--- src/rtl/clkdiv_pkg.sv ---
// Shared types and defaults for the clock-enable divider.
// Optional tick counter is enabled by CLKDIV_TICK_COUNT_EN.
package clkdiv_pkg;

    localparam int CLKDIV_WIDTH     = 8;
    localparam int CLKDIV_RESET_DIV = 1;

    typedef enum logic [1:0] {
        ST_IDLE  = 2'd0,
        ST_RUN   = 2'd1,
        ST_DRAIN = 2'd2
    } clkdiv_state_t;

endpackage

--- src/rtl/clkdiv_if.sv ---
// Control/status bundle between a divider client and the divider.
// tick_count exists only when CLKDIV_TICK_COUNT_EN is defined.
interface clkdiv_if
    import clkdiv_pkg::*;
#(
    parameter int WIDTH = CLKDIV_WIDTH
);
    logic             run;
    logic [WIDTH-1:0] divisor;
    logic             div_load;
    logic             tick;
    logic             clk_out;
    logic [WIDTH-1:0] count;
    logic             busy;
`ifdef CLKDIV_TICK_COUNT_EN
    logic [15:0]      tick_count;

    modport master (
        output run, divisor, div_load,
        input  tick, clk_out, count, busy, tick_count
    );
    modport slave (
        input  run, divisor, div_load,
        output tick, clk_out, count, busy, tick_count
    );
`else
    modport master (
        output run, divisor, div_load,
        input  tick, clk_out, count, busy
    );
    modport slave (
        input  run, divisor, div_load,
        output tick, clk_out, count, busy
    );
`endif
endinterface

--- src/rtl/clkdiv_period_counter.sv ---
// Phase counter with wrap compare and active/pending divisor registers.
// A load coinciding with a start or wrap bypasses straight into active.
module clkdiv_period_counter
    import clkdiv_pkg::*;
#(
    parameter int WIDTH     = CLKDIV_WIDTH,
    parameter int RESET_DIV = CLKDIV_RESET_DIV
) (
    input  logic             clk,
    input  logic             reset,
    input  logic             i_advance,
    input  logic             i_start,
    input  logic [WIDTH-1:0] i_divisor,
    input  logic             i_div_load,
    output logic             o_wrap,
    output logic [WIDTH-1:0] o_count_next,
    output logic [WIDTH-1:0] o_active_next,
    output logic [WIDTH-1:0] o_count
);
    logic [WIDTH-1:0] r_count;
    logic [WIDTH-1:0] r_active;
    logic [WIDTH-1:0] r_pending;
    logic             w_reload;

    assign o_wrap   = i_advance && (r_count == r_active);
    assign w_reload = o_wrap || i_start;
    assign o_count  = r_count;

    always_comb begin
        o_count_next = r_count;
        if (w_reload)
            o_count_next = '0;
        else if (i_advance)
            o_count_next = r_count + 1'b1;
    end

    always_comb begin
        o_active_next = r_active;
        if (w_reload)
            o_active_next = i_div_load ? i_divisor : r_pending;
    end

    always_ff @(posedge clk or posedge reset) begin
        if (reset) begin
            r_count   <= '0;
            r_active  <= WIDTH'(RESET_DIV);
            r_pending <= WIDTH'(RESET_DIV);
        end else begin
            r_count  <= o_count_next;
            r_active <= o_active_next;
            if (i_div_load)
                r_pending <= i_divisor;
        end
    end

endmodule

--- src/rtl/clock_enable_divider.sv ---
// Programmable clock-enable divider: registered tick, clk_out and busy.
// Define CLKDIV_TICK_COUNT_EN to add the 16-bit tick_count output.
module clock_enable_divider
    import clkdiv_pkg::*;
#(
    parameter int WIDTH     = CLKDIV_WIDTH,
    parameter int RESET_DIV = CLKDIV_RESET_DIV
) (
    input  logic     clk,
    input  logic     reset,
    clkdiv_if.slave  bus
);
    clkdiv_state_t    r_state;
    logic             r_tick;
    logic             r_clk_out;
    logic             r_busy;
    logic             w_advance;
    logic             w_start;
    logic             w_wrap;
    logic [WIDTH-1:0] w_count_next;
    logic [WIDTH-1:0] w_active_next;
    logic [WIDTH-1:0] w_count;
    logic [WIDTH:0]   w_period;
    logic [WIDTH:0]   w_half;
    logic             w_zero_next;
    logic             w_hi_next;

    assign w_advance = (r_state != ST_IDLE);
    assign w_start   = (r_state == ST_IDLE) && bus.run;

    clkdiv_period_counter #(
        .WIDTH     (WIDTH),
        .RESET_DIV (RESET_DIV)
    ) u_period (
        .clk           (clk),
        .reset         (reset),
        .i_advance     (w_advance),
        .i_start       (w_start),
        .i_divisor     (bus.divisor),
        .i_div_load    (bus.div_load),
        .o_wrap        (w_wrap),
        .o_count_next  (w_count_next),
        .o_active_next (w_active_next),
        .o_count       (w_count)
    );

    // clk_out is high for the first floor((D+1)/2) phases of the period
    assign w_period    = {1'b0, w_active_next} + {{WIDTH{1'b0}}, 1'b1};
    assign w_half      = w_period >> 1;
    assign w_hi_next   = ({1'b0, w_count_next} < w_half);
    assign w_zero_next = (w_count_next == '0);

    always_ff @(posedge clk or posedge reset) begin
        if (reset) begin
            r_state   <= ST_IDLE;
            r_tick    <= 1'b0;
            r_clk_out <= 1'b0;
            r_busy    <= 1'b0;
        end else begin
            unique case (r_state)
                ST_IDLE: begin
                    r_state   <= bus.run ? ST_RUN : ST_IDLE;
                    r_tick    <= bus.run;
                    r_busy    <= bus.run;
                    r_clk_out <= bus.run && w_hi_next;
                end
                ST_RUN, ST_DRAIN: begin
                    if (bus.run) begin
                        r_state   <= ST_RUN;
                        r_tick    <= w_zero_next;
                        r_busy    <= 1'b1;
                        r_clk_out <= w_hi_next;
                    end else if (w_wrap) begin
                        r_state   <= ST_IDLE;
                        r_tick    <= 1'b0;
                        r_busy    <= 1'b0;
                        r_clk_out <= 1'b0;
                    end else begin
                        r_state   <= ST_DRAIN;
                        r_tick    <= 1'b0;
                        r_busy    <= 1'b1;
                        r_clk_out <= w_hi_next;
                    end
                end
                default: begin
                    r_state   <= ST_IDLE;
                    r_tick    <= 1'b0;
                    r_busy    <= 1'b0;
                    r_clk_out <= 1'b0;
                end
            endcase
        end
    end

    assign bus.tick    = r_tick;
    assign bus.clk_out = r_clk_out;
    assign bus.busy    = r_busy;
    assign bus.count   = w_count;

`ifdef CLKDIV_TICK_COUNT_EN
    logic [15:0] r_tick_count;

    always_ff @(posedge clk or posedge reset) begin
        if (reset)
            r_tick_count <= '0;
        else
            r_tick_count <= r_tick_count + 16'(r_tick);
    end

    assign bus.tick_count = r_tick_count;
`endif

endmodule
--- src/flat_wrapper.sv ---
// flat-port wrapper written by rule: the top's interface ports become plain ports
module clock_enable_divider_flat import clkdiv_pkg::*;
#(
    parameter int WIDTH     = CLKDIV_WIDTH,
    parameter int RESET_DIV = CLKDIV_RESET_DIV
)
  (clk, reset, bus_run, bus_divisor, bus_div_load, bus_tick, bus_clk_out, bus_count, bus_busy);
  clkdiv_if #(.WIDTH(WIDTH)) bus_i ();
  input  logic clk;
  input  logic reset;
  input wire logic [$bits(bus_i.run)-1:0] bus_run;
  input wire logic [$bits(bus_i.divisor)-1:0] bus_divisor;
  input wire logic [$bits(bus_i.div_load)-1:0] bus_div_load;
  output wire logic [$bits(bus_i.tick)-1:0] bus_tick;
  output wire logic [$bits(bus_i.clk_out)-1:0] bus_clk_out;
  output wire logic [$bits(bus_i.count)-1:0] bus_count;
  output wire logic [$bits(bus_i.busy)-1:0] bus_busy;
  assign bus_i.run = bus_run;
  assign bus_i.divisor = bus_divisor;
  assign bus_i.div_load = bus_div_load;
  assign bus_tick = bus_i.tick;
  assign bus_clk_out = bus_i.clk_out;
  assign bus_count = bus_i.count;
  assign bus_busy = bus_i.busy;
  clock_enable_divider #(.WIDTH(WIDTH), .RESET_DIV(RESET_DIV)) u_core (.clk(clk), .reset(reset), .bus(bus_i));
endmodule
--- config.mk ---
export PLATFORM = sky130hd
export DESIGN_NAME = clock_enable_divider_flat
export DESIGN_NICKNAME = d
export VERILOG_FILES = /design/src/rtl/clkdiv_pkg.sv /design/src/rtl/clkdiv_if.sv /design/src/rtl/clkdiv_period_counter.sv /design/src/rtl/clock_enable_divider.sv /design/src/flat_wrapper.sv
export SDC_FILE = /design/constraint.sdc
export NUM_CORES = 1
export LEC_CHECK = 0
export CAP_MARGIN = 20
export CORE_MARGIN = 10
export CORE_UTILIZATION = 57
export CTS_CLUSTER_SIZE = 25
export DETAILED_ROUTE_END_ITERATION = 6
export HOLD_SLACK_MARGIN = 0.06
export PLACE_DENSITY = 0.83
export SLEW_MARGIN = 25
export SYNTH_ARGS = -nofsm -noshare
export SYNTH_HDL_FRONTEND = slang
export SYNTH_HIERARCHICAL = 1
export SYNTH_SLANG_ARGS = --single-unit
--- constraint.sdc ---
create_clock -name clk -period 6.9 [get_ports clk]
set_input_delay 1.035 -clock clk [delete_from_list [all_inputs] [get_ports clk]]
set_output_delay 1.035 -clock clk [all_outputs]
set_load 0.01 [all_outputs]
* Word-level counts from Yosys, hierarchy flattened
Index checks and enable logic that the tools add are counted.
W data, S select, Z words.
** Operators by class
- Add/sub/neg operators :: 2
- Magnitude comparators :: 1
- Reduce and logical (&&, ||, !) cells :: 8
- Equality and inequality tests :: 3
- Muxes and demuxes :: 16
** Operators by type and width (number)
- $mux W8 :: 4
- $add A8 B1 Y9 const B :: 1
- $add A8 B1 Y8 const B :: 1
- $eq A8 B8 Y1 :: 1
- $logic_not A8 Y1 :: 1
- $lt A8 B8 Y1 :: 1
- $mux W1 :: 6
- $pmux W1 S2 :: 3
- $mux W2 :: 2
- $pmux W2 S2 :: 1
- $logic_and A1 B1 Y1 :: 3
- $eq A2 B1 Y1 const B :: 1
- $eq A2 B2 Y1 const B :: 1
- $logic_not A2 Y1 :: 1
- $reduce_bool A2 Y1 :: 1
- $reduce_or A2 Y1 :: 1
- $logic_or A1 B1 Y1 :: 1
** Storage, ports and cells
- Flip-flop bits (word level) :: 29
- Output and inout port bits :: 11
- Logic and storage cells :: 37

* Logic depth before layout (Yosys ltp)
- Depth after elaboration :: 9
- Gate-level depth with buffers :: 15

* By module
Netlist, hierarchy kept.
** Modules (own cells, without submodules)
- clkdiv_period_counter :: times used 1, area each 1099.8 um^2, cells an instance 85
- clock_enable_divider :: times used 1, area each 495.5 um^2, cells an instance 56

* Worst setup path after synthesis
No wires, ideal clock.
- Path type :: input -> register
- Start point :: input port bus_div_load
- End point :: register u_core.r_clk_out (netlist: u_core/bus.clk_out)
- Data arrival time :: 3.274 ns
- Buffers on the path :: 1
- Setup time :: 0.094 ns
- Path slack :: 3.532 ns
- Stages :: 11
- Cell sequence :: clkbuf_1 mux2_2 mux2_2 ha_1 nand2_1 nor2_1 xnor2_1 ha_1 a21o_1 a21o_1 a221oi_2
** On the way
- Cells in the longest elaborated chain, start to end :: 7
- Elaborated cells between the ends (all ways) :: 8
** Ends and longest elaborated chain
- start, declared :: line flat_wrapper.sv:13 : input wire logic [$bits(bus_i.div_load)-1:0] bus_div_load;
- $mux W8 (*)
- $mux W8 (*) :: line clkdiv_period_counter.sv:39 : if (w_reload)
- via u_core.w_active_next[0] :: line clock_enable_divider.sv:21 : logic [WIDTH-1:0] w_active_next;
- $add A8 B1 Y9 (*) :: line clock_enable_divider.sv:48 : assign w_period = {1'b0, w_active_next} + {{WIDTH{1'b0}}, 1'b1};
- $lt A8 B8 Y1 (*) :: line clock_enable_divider.sv:50 : assign w_hi_next = ({1'b0, w_count_next} < w_half);
- $mux W1 :: line clock_enable_divider.sv:73 : end else if (w_wrap) begin
- $mux W1 :: line clock_enable_divider.sv:68 : if (bus.run) begin
- $pmux W1 S2 (*) :: line clock_enable_divider.sv:60 : unique case (r_state)
- end signal, assigned :: line clock_enable_divider.sv:65 : r_clk_out <= bus.run && w_hi_next;
- end signal, assigned :: line clock_enable_divider.sv:72 : r_clk_out <= w_hi_next;
- end signal, assigned :: line clock_enable_divider.sv:82 : r_clk_out <= w_hi_next;
- end, declared :: line clock_enable_divider.sv:15 : logic r_clk_out;
Mark *: on every way through the listed nets, which the timed path passes. The rest lies on a longest branch.

* Worst setup path after layout
- Start point :: input port bus_run
- End point :: register u_core.r_clk_out (netlist: u_core/bus.clk_out)
** On the way
- Cells in the longest elaborated chain, start to end :: 8
- Elaborated cells between the ends (all ways) :: 10
** Ends and longest elaborated chain
- start, declared :: line flat_wrapper.sv:11 : input wire logic [$bits(bus_i.run)-1:0] bus_run;
- $logic_and A1 B1 Y1 (*) :: line clock_enable_divider.sv:29 : assign w_start = (r_state == ST_IDLE) && bus.run;
- via u_core.w_start :: line clock_enable_divider.sv:18 : logic w_start;
- $logic_or A1 B1 Y1 (*) :: line clkdiv_period_counter.sv:26 : assign w_reload = o_wrap || i_start;
- $mux W8 (*) :: line clkdiv_period_counter.sv:39
- via u_core.w_active_next[0] :: line clock_enable_divider.sv:21
- $add A8 B1 Y9 (*) :: line clock_enable_divider.sv:48
- $lt A8 B8 Y1 (*) :: line clock_enable_divider.sv:50
- $mux W1 :: line clock_enable_divider.sv:73
- $mux W1 :: line clock_enable_divider.sv:68
- $pmux W1 S2 (*) :: line clock_enable_divider.sv:60
Marks and branches as above.

==> results_dict.tcl <==
set metrics [dict create \
    status "complete, no violations" \
    holdPathStages 1 \
    fin_util 0.690 \
    cpLargestDelayFamily "compound AO/OA/AOI/OAI gates" \
    worstPathMaxFanout 16 \
    reg2reg_setup_slack_ns 3.41 \
    grt_use_total 0.135 \
    synth.top_cell.area_share 0.424 \
    via_per_inst 5.61 \
    cp.arrival_ns 4.05 \
    ys_ff_latch 29 \
    grt_pass1_vias 1194 \
    pwr-share-seq 0.357 \
    max_stage_delay_ns 0.51 \
    detail_route.wirelength_um 3220 \
    post_cts_buffers 0 \
    crit_path_cell_trace "clkdlybuf4s50_1 > and2_1 > a41o_1 > mux2_2 > ha_1 > nand2_1 > nor2_1 > xnor2_1 > ha_1 > a21o_1 > a21o_1 > a221oi_2" \
    hpwl_um 2530 \
    hold_buffers 0 \
    synth_top_family_by_area "simple AND/OR/NAND/NOR gates" \
    clk_transition_reported_paths_ns 0.09 \
    synth_edf_count 0 \
    final_layout_size_suffix_gt1_frac 0.150 \
    setup_viol 0 \
    total_power_w 0.000730 \
    synthArstFlopShare 1.00 \
    critPathLaunchType "input pin" \
    ys_top_cells_by_count "dfrtp_1, nor2_1, mux2_2" \
    synth.most_common_cell "dfrtp_1" \
    root_buffer "clkbuf_4" \
    seq_area_frac_synth 0.456 \
    rows 19 \
    cellInternalPower_w 0.000441 \
    io_buffers 22 \
    fp.coreArea_sq_um 2710 \
    cp_slowest_cell "a41o_1" \
    ys_warn_count 6 \
    hp-class "reg -> reg" \
    die_y_um 72.9 \
    timing.final.crit_period_ns 3.81 \
    antenna_found_initial 0 \
    grt_first_pass_wirelength_um 5520 \
    wl_met2_um 1540 \
    synth_compound_gate_area_share 0.0478 \
    h-tree-depth 2 \
    synth_area_per_cell_sq_um 11.3 \
    top_layer "met4" \
    ys_top_cells_by_area "dfrtp_1, mux2_2, ha_1, xnor2_1, xor2_1" \
    start_util 0.589 \
    grt_max_degree 25 \
    synthesis.area_sq_um 1600 \
    r2r-start "u_core/u_period/o_count[0]" \
    fmax_mhz 263 \
    vias 1111 \
    area_growth_pct 17.2 \
    ios 23 \
    detail_route.wl_per_cell_um 16.3 \
    hold_end "u_core/u_period/r_pending[5]" \
    synthAdderAreaFrac 0.0863 \
    clock-sinks 29 \
    crit_type "in -> reg" \
    synth_cell_types 32 \
    drt_iter0_drc 74 \
    synthXorXnorAreaFrac 0.115 \
    antenna_left 0 \
    synthSimpleGateAreaFrac 0.135 \
    n_antenna_cell 0 \
    wl_met3_um 239 \
    yosys.area.top_type "dfrtp_1" \
    fin_hold_ws_ns 0.506 \
    p_per_area_nw_per_um2 391 \
    wl_met1_um 1380 \
    syn_nets 164 \
    routabilityCongestion 0.883 \
    final.setup_skew_ns 0.00782 \
    slew_headroom 0.390 \
    final_nets 189 \
    grt-ovfl-total 0 \
    irDropWorstVdd_v 0.000327 \
    worstReg2RegEnd "u_core/bus.clk_out" \
    leakage_nw 0.828 \
    tritoncts "yes" \
    numCtsBuffers 5 \
    drcViolationCount 0 \
    swShare 0.397 \
    dieWidth_um 72.9 \
    ys.flop_type "dfrtp_1" \
    cap_viol_max_count 0 \
    tns_ns 0 \
    rsz0062_at_grt "false" \
    synthMuxAreaShare 0.124 \
    reg2reg_depth 12 \
    pwr-share-clk 0.129 \
    cts.path.max_buffers 2 \
    p_sw_w 0.000290 \
    finalCritPeriodShare 0.552 \
    crit_buf_inv 1 \
    min_from "u_core/u_period/r_pending[5]" \
    tightestPinTransition_ns 0.915 \
    synthCells 141 \
    die_area_sq_um 5320 \
    hold_viol 0 \
    cts_resized 0 \
    critPathCaptureType "flop" \
    p_comb_frac 0.513 \
    dr.pass1.iters 4 \
    clk_latency_ns 0.33 \
    slew_violations 0 \
    worst_ep_required_time_ns 7.14 \
]
[layout make-up]
cell class | instances | area, sq um
inverters | 6 | 22.5
flip-flops and latches | 29 | 728
multi-input cells | 102 | 811
clock buffers | 8 | 48.8
fillers | 215 | 841
repair buffers | 22 | 220
well taps | 31 | 38.8
[per-layer routing]
| layer | global-route usage | vias to the layer above |
|---|---|---|
| li1 | - | 545 |
| met2 | 0.219 | 29 |
| met4 | 0.0696 | 0 |
| met1 | 0.156 | 530 |
| met5 | 0 | - |
| met3 | 0.0422 | 7 |
[power groups by stage]
stage,sequential [W],clock (W),combinational (W)
2_1_floorplan,0.000264,0,0.000274
3_3_place_gp,0.000262,0,0.000358
3_5_place_dp,0.000264,0,0.000372
4_1_cts,0.000261,0.0000975,0.000376
5_1_grt,0.000267,0.000105,0.000422
6_report,0.000261,0.0000945,0.000375
[stage by stage]
step                setup WS (ns)  cell area, sq um  std cells
global placement             2.85              1820        190
detailed placement           2.80              1820        190
global route                 2.98              1870        198
floorplan                    3.53              1600        141
CTS                          3.13              1870        198
finish                       3.09              1870        198
[logic make-up (layout without fill, tap and decap cells)]
logic type | Yosys count | after routing
AOI/OAI and AO/OA | 10 | 10
and+or+nand+nor | 43 | 43
adders and majority gates | 11 | 11
DFF | 29 | 29
muxes | 17 | 17
buffers and inverters | 10 | 36
xor gates and xnor gates | 21 | 21
[worst register-to-register path, cell delays in order, from the launching register on]
cell	delay [ns]
dfrtp_1	0.47
xor2_1	0.19
nor3_1	0.27
a41o_1	0.63
mux2_2	0.44
ha_1	0.24
nand2_1	0.09
nor2_1	0.07
xnor2_1	0.13
ha_1	0.29
a21o_1	0.16
a21o_1	0.18
a221oi_2	0.26
[state kept, by name, indices dropped and copies added (netlist names)]
name,count
u_core/u_period/o_count,8
u_core/u_period/r_active,8
u_core/u_period/r_pending,8
u_core/r_state,2
u_core/bus.busy,1
u_core/bus.clk_out,1
u_core/bus.tick,1
[layout by cell type, fill, tap and decap left out]
master	n
dfrtp_1	27
clkdlybuf4s50_1	22
nor2_1	15
mux2_2	14
xnor2_1	12
ha_1	11
xor2_1	9
inv_1	6
nand2_1	6
clkbuf_4	5
nor3_1	5
nand3_1	5
nand4_1	4
clkbuf_1	3
nor4_1	2
a21oi_1	2
a21o_1	2
mux2_4	2
dfstp_2	2
and2_1	1
o21ai_1	1
nand3_2	1
nor2b_1	1
a211oi_1	1
o21ai_0	1
nand2b_1	1
a211o_1	1
a221oi_2	1
nor4bb_1	1
and4b_1	1
a41o_1	1
mux2i_1	1
[worst max path at each step]
| stage | slack [ns] | cells after the start | startpoint | end |
|---|---|---|---|---|
| floorplan | 3.53 | 11 | bus_div_load | u_core/bus.clk_out |
| global placement | 2.85 | 12 | bus_run | u_core/bus.clk_out |
| detailed placement | 2.80 | 12 | bus_run | u_core/bus.clk_out |
| CTS | 3.13 | 12 | bus_run | u_core/bus.clk_out |
| global route | 2.98 | 12 | bus_run | u_core/bus.clk_out |
| finish | 3.09 | 12 | bus_run | u_core/bus.clk_out |
No activity file was read; power rests on OpenSTA's default activity.
